--- config.mk ---
export PLATFORM = sky130hd
export DESIGN_NAME = regfile_mp
export DESIGN_NICKNAME = d
export VERILOG_FILES = /design/src/rtl/regfile_mp.sv
export SDC_FILE = /design/constraint.sdc
export NUM_CORES = 2
export LEC_CHECK = 0
export BUFFER_PORTS_ARGS = -buffer_cell sky130_fd_sc_hd__buf_2
export CAP_MARGIN = 20
export CORE_MARGIN = 2
export CORE_UTILIZATION = 45
export DETAILED_ROUTE_END_ITERATION = 10
export PLACE_DENSITY_LB_ADDON = 0.1
export SYNTH_ARGS = -nofsm -noshare
export SYNTH_HDL_FRONTEND = slang
export SYNTH_SLANG_ARGS = --single-unit
--- constraint.sdc ---
create_clock -name clk -period 7 [get_ports clk]
set_clock_uncertainty 0.05 [all_clocks]
set_input_delay 1.05 -clock clk [delete_from_list [all_inputs] [get_ports clk]]
set_output_delay 1.05 -clock clk [all_outputs]
set_load 0.03 [all_outputs]
--- src/rtl/regfile_mp.sv ---
// regfile_mp: multi-ported register file with a hardware clear sequence.
// After reset the array walks registers 1..REG_COUNT-1 writing zero, then
// raises ready and accepts writes. Register 0 is hardwired to zero, and
// out-of-range addresses read as zero and drop their writes.
// Optional build macro REGFILE_BYPASS_EN forwards same-cycle write data
// to matching read ports; without it a read sees the pre-write value.
module regfile_mp #(
  parameter int XLEN       = 32,
  parameter int REG_COUNT  = 32,
  parameter int REG_ADDR_W = $clog2(REG_COUNT),
  parameter int NUM_RD     = 2,
  parameter int NUM_WR     = 1
) (
  input  logic                         clk,
  input  logic                         rst,
  input  logic [NUM_WR-1:0]            we,
  input  logic [NUM_WR*REG_ADDR_W-1:0] wa,
  input  logic [NUM_WR*XLEN-1:0]       wd,
  input  logic [NUM_RD*REG_ADDR_W-1:0] ra,
  output logic [NUM_RD*XLEN-1:0]       rd,
  output logic                         ready
);

  typedef enum logic {CLEAR, RUN} state_t;

  localparam logic [REG_ADDR_W-1:0] LAST_IDX = REG_ADDR_W'(REG_COUNT - 1);

  state_t                  state_q, state_d;
  logic [REG_ADDR_W-1:0]   clr_idx_q, clr_idx_d;
  logic                    ready_q, ready_d;
  logic [NUM_RD*XLEN-1:0]  rd_q, rd_d;
  logic [XLEN-1:0]         regs_q [REG_COUNT];
  logic [XLEN-1:0]         regs_d [REG_COUNT];

  logic [NUM_WR-1:0]       wr_valid;
  logic [REG_ADDR_W-1:0]   rd_addr;
  logic [XLEN-1:0]         rd_val;

  // True for addresses that name a real, writable register (not x0).
  function automatic logic addr_ok(input logic [REG_ADDR_W-1:0] a);
    return (a != '0) && (32'(a) < REG_COUNT);
  endfunction

  // Qualify each write port: only in RUN, enabled, and to a real register.
  always_comb begin
    wr_valid = '0;
    for (int p = 0; p < NUM_WR; p++) begin
      wr_valid[p] = (state_q == RUN) && we[p] &&
                    addr_ok(wa[p*REG_ADDR_W +: REG_ADDR_W]);
    end
  end

  // Next array contents and control: clear walk in CLEAR, port writes in RUN.
  always_comb begin
    regs_d    = regs_q;
    state_d   = state_q;
    clr_idx_d = clr_idx_q;
    ready_d   = ready_q;
    if (state_q == CLEAR) begin
      regs_d[clr_idx_q] = '0;
      clr_idx_d         = clr_idx_q + 1'b1;
      if (clr_idx_q == LAST_IDX) begin
        state_d = RUN;
        ready_d = 1'b1;
      end
    end else begin
      for (int p = 0; p < NUM_WR; p++) begin
        if (wr_valid[p]) begin
          regs_d[wa[p*REG_ADDR_W +: REG_ADDR_W]] = wd[p*XLEN +: XLEN];
        end
      end
    end
    regs_d[0] = '0;
  end

  // Next read data per lane; zero during CLEAR and for x0 or out-of-range.
  always_comb begin
    rd_d    = '0;
    rd_addr = '0;
    rd_val  = '0;
    if (state_q == RUN) begin
      for (int q = 0; q < NUM_RD; q++) begin
        rd_addr = ra[q*REG_ADDR_W +: REG_ADDR_W];
        rd_val  = '0;
        if (addr_ok(rd_addr)) begin
          rd_val = regs_q[rd_addr];
        end
`ifdef REGFILE_BYPASS_EN
        for (int p = 0; p < NUM_WR; p++) begin
          if (wr_valid[p] && (wa[p*REG_ADDR_W +: REG_ADDR_W] == rd_addr)) begin
            rd_val = wd[p*XLEN +: XLEN];
          end
        end
`endif
        rd_d[q*XLEN +: XLEN] = rd_val;
      end
    end
  end

  // State, clear index, ready and read data registers; array holds its value.
  always_ff @(posedge clk) begin
    if (rst) begin
      state_q   <= CLEAR;
      clr_idx_q <= REG_ADDR_W'(1);
      ready_q   <= 1'b0;
      rd_q      <= '0;
    end else begin
      state_q   <= state_d;
      clr_idx_q <= clr_idx_d;
      ready_q   <= ready_d;
      rd_q      <= rd_d;
      regs_q    <= regs_d;
    end
  end

  assign rd    = rd_q;
  assign ready = ready_q;

endmodule
==> summary.md <==
| Metric | Value |
|---|---|
| Synthesized cell area | `between 50,000 and 60,000 um^2` |
| Worst-path clk slew | `60 ps` |
| DP Worst Slack | `slightly below 3000 ps` |
| Library cells used by synthesis | `53` |
| Hold Vio Cnt, Final | `0` |
| Critical Path Fanout Max | `between 40 and 50` |
| Number of synthesized flops with an enable pin | `992` |
| WP data required | `between 7000 and 8000 ps` |
| Row count | `132` |
| Vias in the first global route | `~43,000` |
| GP Congestion | `just over 0.9` |
| Pleak | `0.0247 uW` |
| Final nets | `between 4,000 and 5,000` |
| Max Transition Viols Final | `0` |
| Final core occ | `around half` |
| Ys flop type | `edfxtp_1` |
| Startpoint types | `flip-flop` |
| Initial antenna violation count | `10` |
| RSZ-0062 raised after global routing | `no` |
| Worst hold path class | `input port to flip-flop` |
| Antenna-violating nets left | `0` |
| Setup slack after layout | `about 3600 ps` |
| Final min period | `around 3400 ps` |
| Seq/Total Area, Yosys | `between 50% and 60%` |
| Pwr Density | `about 250 nW/um^2` |
| Critical path type | `flip-flop to flip-flop` |
| HPWL after DPL | `145,000 um` |
| Vias/cell | `roughly 7` |
| Hold slack final | `~500 ps` |
| Max Clk Rate | `just under 300 MHz` |
| Setup TNS | `0 ps` |
| Post-synth top area cell | `edfxtp_1` |
| CTS Sinks | `1,063` |
| TritonCTS clock tree | `built` |
| Routed len/inst | `36.4 um` |
| Core footprint | `roughly 130,000 um^2` |
| Via count | `about 46,000` |
| H-tree levels | `3` |
| Avg Cell Area, Syn | `11.9 um^2` |
| FILL cells | `between 10,000 and 15,000` |
| Fraction of layout cells with a size suffix above 1 | `about a fifth` |
| Critical Path AT | `3940 ps` |
| Yosys top cell area share | `50.4%` |
| First-pass GRT wire length | `340,000 um` |
| CTS buffer count | `118` |
| Top Ports | `approximately 120` |
| IO buf count | `about 110` |
| Seq cells post-synth | `1,063` |
| Die height | `~370 um` |
| Cell chosen for the clock root | `clkbuf_16` |
| Syn-to-layout area delta | `11.4%` |
| Worst Tran Pin Value | `1170 ps` |
| Width of the die | `approximately 370 um` |
| Setup-failing EPs final | `0` |
| Ys async rst share | `0%` |
| VDD IR-drop max | `194 uV` |
| DRC | `0` |
| Final wirelength | `242,000 um` |
| Maxcap violations | `0` |
| Status | `complete, no violations` |
| Die ar. | `around 130,000 um^2` |
| First-pass DRT Iterations | `6` |
| Hold-fix buffers at CTS | `0` |
| Synth Instances | `roughly 5,000` |
| Clk Latency, worst-skew pair | `780 ps` |
| Pwr Total | `16,300 uW` |
| Synthesized Nets | `approximately 5,000` |
| Largest net degree at the start of global routing | `roughly 120` |
| Top area cells in the synthesized netlist | `edfxtp_1 50%, mux4_2 12%, o21ai_0 7.0%, nand2_1 5.5%, mux2i_1 5.2%` |
| Slew headroom | `21.8%` |
| Setup Buffers After CTS | `0` |
| Initial Util | `approximately 46%` |
| Worst Setup End Kind | `flip-flop` |
| Clock tree buffer depth | `3` |
| Fin crit share | `49.0%` |
| Synth warn | `0` |
| Tot GR Track Use | `around a third` |
| Grt total ovfl | `0` |
| DR iter-0 viols | `~7,000` |
| Post-cts sizing count | `0` |
[metal layers]
| layer | routed length (um) | global-route usage [%] |
|---|---|---|
| met1 | 97300 | 49.9 |
| met3 | 33700 | 12.2 |
| met4 | 8250 | 11.3 |
| met2 | 103000 | 50.6 |
| met5 | 97 | 0 |
[cell type report]
class                   instances  area, um^2  area share, %
flip-flops and latches       1063       31200           47.4
clock buffers                 151        3250           4.94
repair buffers                274        2180           3.31
clock inverters                72         691           1.05
multi-input cells            3329       26200           39.8
inverters                      23        86.3          0.131
well taps                    1742        2180           3.31
diodes                          3        7.51         0.0114
[cells by family after synthesis]
logic type	count (synthesis)	synth area share (%)
xor gates and xnor gates	3	0.0445
DFF	1063	52.8
muxes	698	18.8
buffers and inverters	553	4.22
adders and majority gates	5	0.106
AOI/OAI and AO/OA	1475	15.8
and+or+nand+nor	1148	8.17
[cell usage after synthesis (all sizes together) (35+ instances only)]
master,n
a21oi,112
a221oi,100
a22o,192
a31oi,47
and2,38
buf,146
clkbuf,384
dfxtp,71
edfxtp,992
mux2,66
mux2i,308
mux4,324
nand2,871
nand2b,35
nor2,47
nor2b,75
o21ai,834
[worst max-delay path, stage by stage (launching register included)]
cell     delay [ps]
dfxtp_4         910
buf_4           770
nand2_1         900
o21ai_0         520
[sequential cells by signal, indices dropped and copies added (netlist names)]
name       count
state_q        1
ready          1
regs_q       992
rd            64
clr_idx_q      5
[worst paths after layout]
| check | startpoint | end | slack, ps | cells after the start |
|---|---|---|---|---|
| max | state_q | regs_q[272] | 3570 | 3 |
| min | rst | state_q | 510 | 2 |
| max reg2reg | state_q | regs_q[272] | 3570 | 3 |
| min reg2reg | regs_q[970] | regs_q[970] | 520 | 2 |
[where the power goes]
| group | internal [uW] | switching, uW |
|---|---|---|
| registers | 7440 | 310 |
| clock network | 3730 | 2790 |
| logic | 796 | 1250 |
| total | 12000 | 4360 |
[cells in the final DEF (no fill, tap or decap), types with 32 or more instances in the layout]
master	count
clkbuf_16	120
a221o_1	32
a21oi_1	72
nand2b_1	35
o22ai_1	32
a21oi_4	40
nand2_1	871
dfxtp_1	70
buf_2	106
edfxtp_1	992
nor2_1	33
o21ai_0	830
a221oi_1	71
mux4_2	324
nor2b_1	70
a22o_1	192
buf_4	142
mux2i_1	308
mux2_2	66
[stage by stage]
step | instance area, um^2 | cells
floorplan | 59100 | 4945
global placement | 61500 | 6419
detailed placement | 61700 | 6426
CTS | 65700 | 6649
global route | 65800 | 6654
finish | 65800 | 6657
Power figures use the tool's default switching activity.
